==> src/rtl/usb_pd_phy_tx.sv <==
// USB PD PHY transmitter: captures a message on start and sends preamble, SOP, header, data
// objects, CRC32 and EOP on the CC line, 4b5b-encoded and then BMC-encoded at 300 kbps.
module usb_pd_phy_tx #(
  parameter int unsigned SystemKhz = 200000
) (
  input  logic        i_clk,
  input  logic        i_rst,
  input  logic        i_start,
  input  logic        i_tx_role,
  input  logic [2:0]  i_msg_id,
  input  logic [2:0]  i_msg_num,
  input  logic [3:0]  i_msg_type,
  input  logic [31:0] i_msg_word0,
  input  logic [31:0] i_msg_word1,
  input  logic [31:0] i_msg_word2,
  input  logic [31:0] i_msg_word3,
  input  logic [31:0] i_msg_word4,
  input  logic [31:0] i_msg_word5,
  input  logic [31:0] i_msg_word6,
  output logic        o_bmc_out,
  output logic        o_bmc_oe,
  output logic        o_busy,
  output logic        o_done
);

  localparam int unsigned HalfBit = SystemKhz / 600;
  localparam int unsigned HcW     = $clog2(HalfBit);
  localparam logic [4:0]  Sync1   = 5'b11000;
  localparam logic [4:0]  Sync2   = 5'b10001;
  localparam logic [4:0]  EopK    = 5'b01101;

  typedef enum logic [3:0] {
    StIdle, StPreamble, StSop, StHeader, StData, StCrc, StEop, StTail, StDone
  } state_e;

  state_e         r_state, w_next_state;
  logic [HcW-1:0] r_hcnt;
  logic           r_half;
  logic [2:0]     r_bit;
  logic [5:0]     r_cnt;
  logic [2:0]     r_word_idx;
  logic [15:0]    r_hdr;
  logic [2:0]     r_num;
  logic [31:0]    r_words [7];
  logic [31:0]    r_crc;
  logic [4:0]     r_crc_cnt;
  logic           r_line;

  logic        w_accept, w_half_end, w_bit_end, w_sym_end, w_field_end, w_last_word, w_cur_bit;
  logic [4:0]  w_sym, w_crc_len, w_crc_j;
  logic [31:0] w_word, w_crc_word, w_crc_out;
  logic [7:0]  w_crc_byte;

  function automatic logic [4:0] enc4b5b(input logic [3:0] n);
    case (n)
      4'h0: return 5'b11110;  4'h1: return 5'b01001;  4'h2: return 5'b10100;
      4'h3: return 5'b10101;  4'h4: return 5'b01010;  4'h5: return 5'b01011;
      4'h6: return 5'b01110;  4'h7: return 5'b01111;  4'h8: return 5'b10010;
      4'h9: return 5'b10011;  4'hA: return 5'b10110;  4'hB: return 5'b10111;
      4'hC: return 5'b11010;  4'hD: return 5'b11011;  4'hE: return 5'b11100;
      default: return 5'b11101;
    endcase
  endfunction

  // Reflected CRC-32 (poly 0x04C11DB7), one byte per call, LSB first.
  function automatic logic [31:0] crc32_byte(input logic [31:0] crc, input logic [7:0] data);
    logic [31:0] c;
    c = crc;
    for (int i = 0; i < 8; i++) begin
      c = (c[0] ^ data[i]) ? ((c >> 1) ^ 32'hEDB88320) : (c >> 1);
    end
    return c;
  endfunction

  assign w_accept    = (r_state == StIdle) && i_start;
  assign w_half_end  = (r_hcnt == HcW'(HalfBit - 1));
  assign w_bit_end   = w_half_end && r_half;
  assign w_sym_end   = w_bit_end && (r_bit == 3'd4);
  assign w_last_word = ((r_word_idx + 3'd1) == r_num);
  assign w_crc_out   = ~r_crc;
  assign w_crc_len   = 5'd2 + {r_num, 2'b00};
  assign w_crc_j     = r_crc_cnt - 5'd2;

  always_comb begin
    w_word     = '0;
    w_crc_word = '0;
    if (r_word_idx != 3'd7) w_word = r_words[r_word_idx];
    if (w_crc_j[4:2] != 3'd7) w_crc_word = r_words[w_crc_j[4:2]];
    if (r_crc_cnt == 5'd0)      w_crc_byte = r_hdr[7:0];
    else if (r_crc_cnt == 5'd1) w_crc_byte = r_hdr[15:8];
    else                        w_crc_byte = w_crc_word[{w_crc_j[1:0], 3'b000} +: 8];
  end

  always_comb begin
    w_sym       = '0;
    w_field_end = 1'b0;
    case (r_state)
      StPreamble: w_field_end = w_bit_end && (r_cnt == 6'd63);
      StSop: begin
        w_sym       = (r_cnt[1:0] == 2'd3) ? Sync2 : Sync1;
        w_field_end = w_sym_end && (r_cnt == 6'd3);
      end
      StHeader: begin
        w_sym       = enc4b5b(r_hdr[{r_cnt[1:0], 2'b00} +: 4]);
        w_field_end = w_sym_end && (r_cnt == 6'd3);
      end
      StData: begin
        w_sym       = enc4b5b(w_word[{r_cnt[2:0], 2'b00} +: 4]);
        w_field_end = w_sym_end && (r_cnt == 6'd7);
      end
      StCrc: begin
        w_sym       = enc4b5b(w_crc_out[{r_cnt[2:0], 2'b00} +: 4]);
        w_field_end = w_sym_end && (r_cnt == 6'd7);
      end
      StEop: begin
        w_sym       = EopK;
        w_field_end = w_sym_end;
      end
      default: ;
    endcase
    w_cur_bit = (r_state == StPreamble) ? r_cnt[0] : w_sym[r_bit];
  end

  always_ff @(posedge i_clk) begin
    if (i_rst) r_state <= StIdle;
    else       r_state <= w_next_state;
  end

  always_comb begin
    w_next_state = r_state;
    unique case (r_state)
      StIdle:     if (i_start) w_next_state = StPreamble;
      StPreamble: if (w_field_end) w_next_state = StSop;
      StSop:      if (w_field_end) w_next_state = StHeader;
      StHeader:   if (w_field_end) w_next_state = (r_num != 3'd0) ? StData : StCrc;
      StData:     if (w_field_end && w_last_word) w_next_state = StCrc;
      StCrc:      if (w_field_end) w_next_state = StEop;
      StEop:      if (w_field_end) w_next_state = StTail;
      StTail:     if (w_half_end) w_next_state = StDone;
      StDone:     w_next_state = StIdle;
      default:    w_next_state = StIdle;
    endcase
  end

  always_comb begin
    o_bmc_out = r_line;
    o_bmc_oe  = (r_state != StIdle) && (r_state != StDone);
    o_busy    = (r_state != StIdle) && (r_state != StDone);
    o_done    = (r_state == StDone);
  end

  always_ff @(posedge i_clk) begin
    if (w_accept && !i_rst) begin
      r_hdr      <= {1'b0, i_msg_num, i_msg_id, i_tx_role, 2'b01, 1'b0, 1'b0, i_msg_type};
      r_num      <= i_msg_num;
      r_words[0] <= i_msg_word0;
      r_words[1] <= i_msg_word1;
      r_words[2] <= i_msg_word2;
      r_words[3] <= i_msg_word3;
      r_words[4] <= i_msg_word4;
      r_words[5] <= i_msg_word5;
      r_words[6] <= i_msg_word6;
    end
  end

  always_ff @(posedge i_clk) begin
    if (i_rst || (r_state == StIdle)) begin
      r_hcnt     <= '0;
      r_half     <= 1'b0;
      r_bit      <= '0;
      r_cnt      <= '0;
      r_word_idx <= '0;
      r_crc      <= '1;
      r_crc_cnt  <= '0;
      // Idle level is 0, so accepting a packet is the first preamble toggle.
      r_line     <= !i_rst && w_accept;
    end else begin
      if ((r_state == StPreamble) && (r_crc_cnt < w_crc_len)) begin
        r_crc     <= crc32_byte(r_crc, w_crc_byte);
        r_crc_cnt <= r_crc_cnt + 5'd1;
      end
      r_hcnt <= w_half_end ? '0 : r_hcnt + 1'b1;
      if (w_half_end) begin
        r_half <= ~r_half;
        if (!r_half) begin
          if (w_cur_bit && (r_state != StTail)) r_line <= ~r_line;
        end else begin
          // The EOP's last bit is followed by a low tail, not a new bit.
          if ((r_state == StEop) && w_sym_end) r_line <= 1'b0;
          else                                 r_line <= ~r_line;
          if (r_state == StPreamble) begin
            r_cnt <= w_field_end ? '0 : r_cnt + 6'd1;
          end else begin
            r_bit <= (r_bit == 3'd4) ? 3'd0 : r_bit + 3'd1;
            if (w_sym_end) r_cnt <= w_field_end ? '0 : r_cnt + 6'd1;
            if ((r_state == StData) && w_field_end) r_word_idx <= r_word_idx + 3'd1;
          end
        end
      end
    end
  end

endmodule

==> config.mk <==
export PLATFORM = sky130hd
export DESIGN_NAME = usb_pd_phy_tx
export DESIGN_NICKNAME = d
export VERILOG_FILES = /design/src/rtl/usb_pd_phy_tx.sv
export SDC_FILE = /design/constraint.sdc
export NUM_CORES = 1
export LEC_CHECK = 0
export BUFFER_PORTS_ARGS = -buffer_cell sky130_fd_sc_hd__buf_2
export CORE_MARGIN = 2
export CORE_UTILIZATION = 55
export CTS_BUF_LIST = sky130_fd_sc_hd__clkbuf_4 sky130_fd_sc_hd__clkbuf_8
export DETAILED_ROUTE_END_ITERATION = 7
export PLACE_DENSITY = 0.77
export SLEW_MARGIN = 5
export SYNTH_ARGS = -nofsm -noshare
export SYNTH_HDL_FRONTEND = slang
export SYNTH_SLANG_ARGS = --single-unit
export TNS_END_PERCENT = 100
==> constraint.sdc <==
create_clock -name i_clk -period 55.6 [get_ports i_clk]
set_input_delay 2.78 -clock i_clk [delete_from_list [all_inputs] [get_ports i_clk]]
set_output_delay 2.78 -clock i_clk [all_outputs]
set_load 0.03 [all_outputs]
==> impl_metrics.toml, run 1 <==
[critical_path]
worst_setup_path_start_kind = "primary input"
cp_cell_sequence = "buf_2, nor3b_2, buf_4, buf_4, buf_4"
critical_path_class = "primary input to flip-flop"
cp_slowest_cell = "buf_4"
cpPeakStageDelay_ns = 0.93
crit_top_cell = "buf_4"
worstPathRequired_ns = 55.80
cp.arrival_ns = 5.83
critical_path.max_fanout = 83
cp-end-kind = "flip-flop"

[placement]
pre_cts_slack_ns = 49.38
dp.cells = 1770
place_area_um2 = 17350
portBuffers = 241
hpwl_um = 29950
gp_congestion = 0.9324

[clock_tree]
path_clk_slew_ns = 0.06
clock-root-buffer = "clkbuf_8"
htreeDepth = 2
holdBufCountCts = 0
ctsResizeCount = 0
cts_made_buffers = 51
clk_path_buf_depth = 3
clk_latency_ns = 0.59
cts_tree = "yes"
clock-sinks = 302
cts_setup_buffers = 0

[die]
die-area_um2 = 30440
fp.dieH_um = 174.5
num_rows = 62
io_pins = 242
die_w_um = 174.5
coreArea_um2 = 28630
start_util = 0.5584

[grt]
grtUsageTotal = 0.2804
antenna_found_initial = 0
gr-total-overflow = 0
grt_pass1_wl_um = 65450
grt_start_max_net_pins = 84
grt_pass1_vias = 11470

[logic_synthesis]
syn_area_um2 = 15990
synthMostInstantiatedCell = "edfxtp_1"
synthesis.nets = 1463
yosys.area.top_type_share = 0.4433
yosys_most_used_dff = "edfxtp_1"
synthTopCellsByCount = "edfxtp_1, nand2_1, mux2i_1"
syn_area_per_cell_um2 = 13.21
synth-seq-cells = 302
synth_cells = 1210
synth_top_family_by_area = "multiplexers"
muxShareOfSynthArea = 0.1724
synthTopCellsByArea = "edfxtp_1, mux4_2, dfxtp_1"
synth_edf_count = 236
synthXorXnorAreaFrac = 0.06426
synth_cell_types = 90
seq_area_frac_synth = 0.5260
synth_area_leader_cell = "edfxtp_1"
synthSimpleGateAreaFrac = 0.09189
async_reset_ff_frac = 0
yosys_warnings = 0
synthAdderAreaFrac = 0.01174
synth_compound_area_frac = 0.09870

[power_and_ir_drop]
pwr-share-seq = 0.445
combPwrFrac = 0.261
intPower_mw = 0.4796
power_leakage_nw = 6.473
power.density_nw_per_um2 = 37.76
p_sw_mw = 0.2155
clkPwrFrac = 0.294
p_sw_frac = 0.3101
max-vdd-ir-drop_uv = 29.11
finalPower_mw = 0.6951

[timing]
finalSetupViolations = 0
fmax_mhz = 177.7
finalCriticalPeriod_ns = 5.627
worst_slack_ns = 49.97
worst_pin_slew_ns = 1.096
rsz0062_at_grt = "false"
setup_tns_ns = 0
timing.final.max_slew_violations = 0
finalCritPeriodShare = 0.1012
finalClockSkew_ns = 0.03745
max_slew_margin = 0.2685
hold_viol_final = 0
finalHoldWorstSlack_ns = 0.5071

[finish]
fillers = 2141
drive_gt1_frac = 0.3191
final_util = 0.6431
diodes = 0
fin_area_um2 = 18410
num-nets-final = 1692
area_growth_pct = 15.15
stdcell_count = 1863

[drt]
vias = 11670
routed_wl_um = 42900
ant_nets = 0
viasPerCell = 6.265
routedWlPerCell_um = 23.03
route.detailed.drc = 0
drtPass1Iterations = 6
drt-initial-drc-count = 1312

[job]
max_cap_violations = 0

[outcome]
status = "finished clean"

[hold_path]
hold_path.class = "flip-flop to flip-flop"
cell usage in the layout (no fill, tap or decap), types with 7 or more instances in the layout:
master	count
mux4_2	74
dfxtp_1	64
edfxtp_1	236
ha_1	14
a211oi_1	24
a21oi_1	57
a31oi_1	11
nand3_1	23
nor3_1	31
nor4_1	11
buf_4	15
nor2b_1	16
inv_1	19
a221oi_1	8
nand4_1	8
mux2i_1	77
xnor3_1	7
o21ai_0	53
clkbuf_4	20
buf_2	241
o22ai_1	7
nand2_1	97
xnor2_2	7
o211ai_1	21
clkinv_1	12
nand2b_1	11
xnor2_1	42
nor2_1	61
mux2_2	17
xor2_1	23
clkbuf_8	56
per-layer routing:
metal / vias to the layer above / GRT usage / part of all wire
met3: 108 / 0.05621 / 0.093
met5: - / 0 / 0
met1: 5717 / 0.3805 / 0.39
li1: 5161 / - / -
met4: 0 / 0.08789 / 0.029
met2: 686 / 0.4585 / 0.49
power by group through the flow:
stage	logic, mW	clock network [mW]	registers, mW
final	0.181	0.205	0.309
after global routing	0.195	0.218	0.312
after CTS	0.180	0.207	0.308
after detailed placement	0.179	0	0.313
after global placement	0.174	0	0.311
after floorplan	0.140	0	0.320
sequential cells by signal, summed over array words and instances (netlist names), named ones only:
register,cells
r_words,224
r_crc,32
r_hcnt,9
r_hdr,8
r_cnt,6
r_crc_cnt,5
r_state,4
r_bit,3
r_num,3
r_word_idx,3
o_bmc_out,1
r_half,1
layout make-up:
cell class	count	area, um2	share of cell area
Inverter	20	75.07	0.004078
Clock buffer	76	920.9	0.05003
Multi-Input combinational cell	808	7063	0.3837
Sequential cell	302	8413	0.4570
Timing Repair Buffer	256	1319	0.07164
Tap cell	384	480.5	0.02610
Clock inverter	17	136.4	0.007409
logic make-up (layout without fill, tap and decap cells):
| logic type | Yosys count | count (layout) |
|---|---|---|
| adder cells (fa/ha/maj) | 15 | 15 |
| multiplexers | 173 | 173 |
| AND/OR/NAND/NOR | 298 | 298 |
| buffers and inverters | 100 | 369 |
| AO/OA/AOI/OAI | 235 | 235 |
| XOR/XNOR | 87 | 87 |
| flip-flops | 302 | 302 |
worst max-delay path: cells and delay by family:
kind                   cells  cell delay [ns]
AND/OR/NAND/NOR            1             0.16
buffers and inverters      4             2.72
worst paths after layout:
kind | startpoint | endpoint | slack [ns] | depth (start not counted)
worst max-delay path | i_rst | r_words[1][16] | 49.97 | 5
worst min-delay path | r_hcnt[0] | r_hcnt[0] | 0.51 | 1
worst max register to register | r_crc_cnt[1] | r_crc[19] | 50.06 | 13
worst min register to register | r_hcnt[0] | r_hcnt[0] | 0.51 | 1
(Power assumes the default switching activity.)
==> run 2, diff against run 1 <==
==> constraint.sdc (replaced) <==
create_clock -name i_clk -period 5.6 [get_ports i_clk]
set_input_delay 0.28 -clock i_clk [delete_from_list [all_inputs] [get_ports i_clk]]
set_output_delay 0.28 -clock i_clk [all_outputs]
set_load 0.03 [all_outputs]
==> impl_metrics.toml, run 2 (synthesis gave the netlist of run 1 again) <==
[grt]
grt_start_max_net_pins = 165
use_met2 = 0.5570
gr-total-overflow = 0
grtUsageMet3 = 0.08311
antenna_found_initial = 1
grtUsageTotal = 0.3465
grt_pass1_wl_um = 79650
top_usage_layer = "met2"
grt_use_met1 = 0.4284
grt_pass1_vias = 13490

[drt]
viasPerCell = 6.333
vias = 13350
route.detailed.drc = 0
ant_nets = 0
routed_wl_um = 52570
drt-initial-drc-count = 2058
routedWlPerCell_um = 24.94
drtPass1Iterations = 8

[clock_tree]
path_clk_slew_ns = 0.08
cts_made_buffers = 49
htreeDepth = 2
cts_tree = "yes"
clock-sinks = 302
cts_setup_buffers = 0
clk_latency_ns = 0.62
clk_path_buf_depth = 3
clock-root-buffer = "clkbuf_8"

[die]
io_pins = 242
start_util = 0.5584
num_rows = 62
fp.dieH_um = 174.5
die-area_um2 = 30440
coreArea_um2 = 28630
die_w_um = 174.5

[finish]
stdcell_count = 2108
layout_common_cells = "buf_2, dlygate4sd3_1, edfxtp_1, nand2_1, mux2i_1"
largest-register = "r_words"
drive_gt1_frac = 0.2809
final_util = 0.7273
fillers = 1760
area_growth_pct = 30.24
largest_reg_flops = 224
num-nets-final = 1937
layout_commonest_cell = "buf_2"
reg.largest.list = "r_words: 224 flops, r_crc: 32 flops, r_hcnt: 9 flops"

[placement]
dp.cells = 1781
gp_congestion = 0.9504
pre_cts_slack_ns = 0.5720
portBuffers = 241
hpwl_um = 31400

[timing]
finalClockSkew_ns = 0.05428
finalCritPeriodShare = 0.9208
hold_viol_final = 0
timing.final.max_slew_violations = 0
worst_slack_ns = 0.4437
rsz0062_at_grt = "false"
fmax_mhz = 193.9
finalCriticalPeriod_ns = 5.156
max_slew_margin = 0.2401
finalSetupViolations = 0
worst_pin_slew_ns = 1.139
setup_tns_ns = 0

[critical_path]
cp.arrival_ns = 5.63
critical_path.max_fanout = 46
cp_slowest_cell = "ha_4"
cp_top_family = "XOR/XNOR gates"
worstPathRequired_ns = 6.08
cp_cell_sequence = "inv_1, ha_4, buf_4, mux2i_1, a211oi_1, o21a_1, o2111ai_1, a21oi_1, xnor2_2, xor3_1, or4_1, o311a_1"
cp.depth = 12
worst_setup_path_start_kind = "flip-flop"
cp-end-kind = "flip-flop"
rr_worst_depth = 12
cpPeakStageDelay_ns = 0.80
critical_path_class = "flip-flop to flip-flop"
crit_buf_inv = 2

[power_and_ir_drop]
power_leakage_nw = 7.477
power.density_nw_per_um2 = 342.4
finalPower_mw = 7.128
max-vdd-ir-drop_uv = 246.6

[hold_path]
min_path_cells = 2
hold_path.class = "primary input to flip-flop"

[job]
max_cap_violations = 0

[outcome]
status = "finished clean"
==> run 2: cell types whose count changed in the layout (fill, tap and decap cells not counted), sizes merged <==
cell | previous run | this run
dlygate4sd3 | 0 | 236
buf | 256 | 267
clkbuf | 76 | 66
clkinv | 14 | 18
clkinvlp | 0 | 3
diode | 0 | 1
==> run 2: final cells by class <==
class,instances,area [um2],area share
repair buffers,503,3776,0.1814
diodes,1,2.502,0.0001202
flip-flops and latches,302,8416,0.4042
clock inverters,24,180.2,0.008654
well taps,384,480.5,0.02308
inverters,20,75.07,0.003606
multi-input cells,808,7087,0.3404
clock buffers,66,802.0,0.03852
==> run 2: layer usage <==
layer	wire, um	part of all wire	vias up
met1	18160	0.35	6368
met4	3554	0.068	0
met2	24630	0.47	1070
li1	-	-	5659
met5	0	0	-
met3	6230	0.12	253
==> run 2: worst paths after layout <==
check | start | end | slack, ns
hold reg to reg | r_hcnt[0] | r_hcnt[0] | 0.50
hold / removal | i_start | r_words[1][18] | 0.24
setup reg to reg | r_crc_cnt[1] | r_crc[21] | 0.44
setup / recovery | r_crc_cnt[1] | r_crc[21] | 0.44
==> run 2: repair_timing <==
item / in CTS / in global routing
hold endpoints to repair: 239 / 0
setup endpoints to repair: 0 / 0
gates resized for setup: 0 / 0
hold buffers: 236 / 0
==> run 2: where the power goes <==
part | internal, mW | switching (mW)
logic | 0.918 | 1.07
clock network | 1.03 | 0.997
registers | 2.82 | 0.292
==> run 2: metrics by stage <==
stage,hold slack [ns],instance area [um2]
floorplan,0.3442,16040
global placement,0.4565,17470
detailed placement,0.4581,17470
CTS,0.2334,20820
global route,0.2338,20820
finish,0.2418,20820
==> run 3, diff against run 2 <==
--- a/config.mk
+++ b/config.mk
@@ -5,12 +5,13 @@
 export SDC_FILE = /design/constraint.sdc
 export NUM_CORES = 1
 export LEC_CHECK = 0
-export BUFFER_PORTS_ARGS = -buffer_cell sky130_fd_sc_hd__buf_2
 export CORE_MARGIN = 2
 export CORE_UTILIZATION = 55
 export CTS_BUF_LIST = sky130_fd_sc_hd__clkbuf_4 sky130_fd_sc_hd__clkbuf_8
+export CTS_CLUSTER_SIZE = 12
 export DETAILED_ROUTE_END_ITERATION = 7
-export PLACE_DENSITY = 0.77
+export DONT_BUFFER_PORTS = 1
+export PLACE_DENSITY = 0.7
 export SLEW_MARGIN = 5
 export SYNTH_ARGS = -nofsm -noshare
 export SYNTH_HDL_FRONTEND = slang
==> impl_metrics.toml, run 3 (synthesis gave the netlist of run 1 again) <==
[grt]
grt_pass1_wl_um = 71440
antenna_found_initial = 2
gr-total-overflow = 0
grt_pass1_vias = 12060
grt_start_max_net_pins = 123
grtUsageTotal = 0.3107

[clock_tree]
clk_path_buf_depth = 3
clock-sinks = 302
clk_latency_ns = 0.62
clock-root-buffer = "clkbuf_8"
ctsResizeCount = 0
cts_made_buffers = 49
cts_tree = "yes"
path_clk_slew_ns = 0.07
htreeDepth = 2

[critical_path]
worst_setup_path_start_kind = "flip-flop"
cp-end-kind = "flip-flop"
critical_path_class = "flip-flop to flip-flop"
worst_r2r_endpoint = "r_crc[19]"
critical_path.max_fanout = 30
worstPathRequired_ns = 6.13
worstSetupStartpoint = "r_crc_cnt[1]"
cp-endpoint = "r_crc[19]"
cp_cell_sequence = "inv_1, ha_4, xnor2_2, buf_12, nor2_1, a211oi_1, o31ai_1, o31ai_4, xor2_4, xnor2_1, xnor2_2, xor3_1, o211ai_1"
rr_worst_depth = 13
cp_slowest_cell = "dfxtp_1"
cpPeakStageDelay_ns = 0.74
r2r_start = "r_crc_cnt[1]"
rrSetupSlack_ns = 0.53
cp.arrival_ns = 5.59
crit_top_cell = "xnor2_2"

[power_and_ir_drop]
combPwrFrac = 0.267
intPower_mw = 4.762
power.density_nw_per_um2 = 356.3
max-vdd-ir-drop_uv = 343.9
clkPwrFrac = 0.290
pwr-share-seq = 0.443
power_leakage_nw = 6.563
p_sw_frac = 0.3214
finalPower_mw = 7.017
p_sw_mw = 2.255

[finish]
num-nets-final = 1697
largest-register = "r_words"
fillers = 1931
largest_reg_flops = 224
final_util = 0.6880
area_growth_pct = 23.20
multi_input_area_um2 = 7093
reg.largest.list = "r_words: 224 flops, r_crc: 32 flops, r_hcnt: 9 flops"
seq_area_um2 = 8417
layout_common_cells = "dlygate4sd3_1, edfxtp_1, nand2_1, mux2i_1, mux4_2"
fin_area_um2 = 19690
drive_gt1_frac = 0.1658

[timing]
finalClockSkew_ns = 0.03481
timing.final.max_slew_violations = 0
finalCriticalPeriod_ns = 5.067
rsz0062_at_grt = "false"
hold_viol_final = 0
max_slew_margin = 0.3307
finalSetupViolations = 0
finalHoldWorstSlack_ns = 0.06177
worst_pin_slew_ns = 1.003
fmax_mhz = 197.4
finalCritPeriodShare = 0.9048

[placement]
gp_congestion = 0.9412
portBuffers = 0
place_area_um2 = 16310
hpwl_um = 30730

[die]
io_pins = 242
num_rows = 62
fp.dieH_um = 174.5
start_util = 0.5584
die_w_um = 174.5
coreArea_um2 = 28630
die-area_um2 = 30440

[hold_path]
hp-start = "i_rst"
hold_path.class = "primary input to flip-flop"

[drt]
route.detailed.drc = 0
vias = 11930
drtPass1Iterations = 8
viasPerCell = 6.381
routed_wl_um = 47670
drt-initial-drc-count = 1669
routedWlPerCell_um = 25.49
ant_nets = 0

[outcome]
status = "finished clean"

[job]
max_cap_violations = 0
==> run 3: cell types whose count changed in the layout (fill, tap and decap cells not counted), moves of 2 or more <==
cell | before | now
buf_2 | 241 | 0
buf_12 | 1 | 3
clkinv_8 | 0 | 2
clkinvlp_4 | 3 | 1
==> run 3: routing by layer <==
| metal | share of wire | track usage | vias to the layer above |
|---|---|---|---|
| met1 | 0.38 | 0.3999 | 5748 |
| met3 | 0.10 | 0.06934 | 149 |
| met4 | 0.036 | 0.1187 | 0 |
| met5 | 0 | 0 | - |
| met2 | 0.49 | 0.5164 | 863 |
| li1 | - | - | 5172 |
==> run 3: how the worst min path moves through the flow <==
stage	cells past startpoint	slack, ns	endpoint
final	3	0.06	r_crc[17]
after global routing	3	0.05	r_crc[17]
after CTS	3	0.02	r_crc[13]
after detailed placement	1	0.35	r_state[2]
after global placement	1	0.35	r_state[2]
after floorplan	1	0.34	r_state[2]
==> run 3: repair_timing <==
item,CTS,global route
buffers inserted,0,0
hold buffers,236,0
endpoints found under the hold margin,239,0
==> run 3: power groups by stage <==
stage	Sequential, mW	Combinational (mW)	Clock (mW)
finish	3.11	1.87	2.03
global route	3.13	2.00	2.16
CTS	3.09	1.84	2.02
detailed placement	3.13	1.70	0
global placement	3.13	1.69	0
floorplan	3.05	1.42	0
==> run 3: layout make-up <==
type | instances | share of cell area
clock inverter | 25 | 0.01080
inverter | 20 | 0.003812
sequential | 302 | 0.4274
multi-input combinational | 808 | 0.3602
timing repair buffer | 263 | 0.1321
tap | 384 | 0.02440
antenna | 2 | 0.0002541
clock buffer | 66 | 0.04104
==> run 3: critical path, delay by kind of cell (launching register included) <==
kind	cells	cell delay, ns
AO/OA/AOI/OAI	4	1.32
flip-flops	1	0.74
buffers and inverters	2	0.61
AND/OR/NAND/NOR	1	0.08
adder cells (fa/ha/maj)	1	0.28
XOR/XNOR	5	1.94
==> run 3: per-stage QoR <==
stage / instances / TNS [ns] / setup slack [ns]
2_1_floorplan: 1210 / -339.19 / -1.585
3_3_place_gp: 1541 / 0 / 0.7746
3_5_place_dp: 1541 / 0 / 0.6557
4_1_cts: 1868 / 0 / 0.6615
5_1_grt: 1870 / 0 / 0.3532
6_report: 1870 / 0 / 0.5329
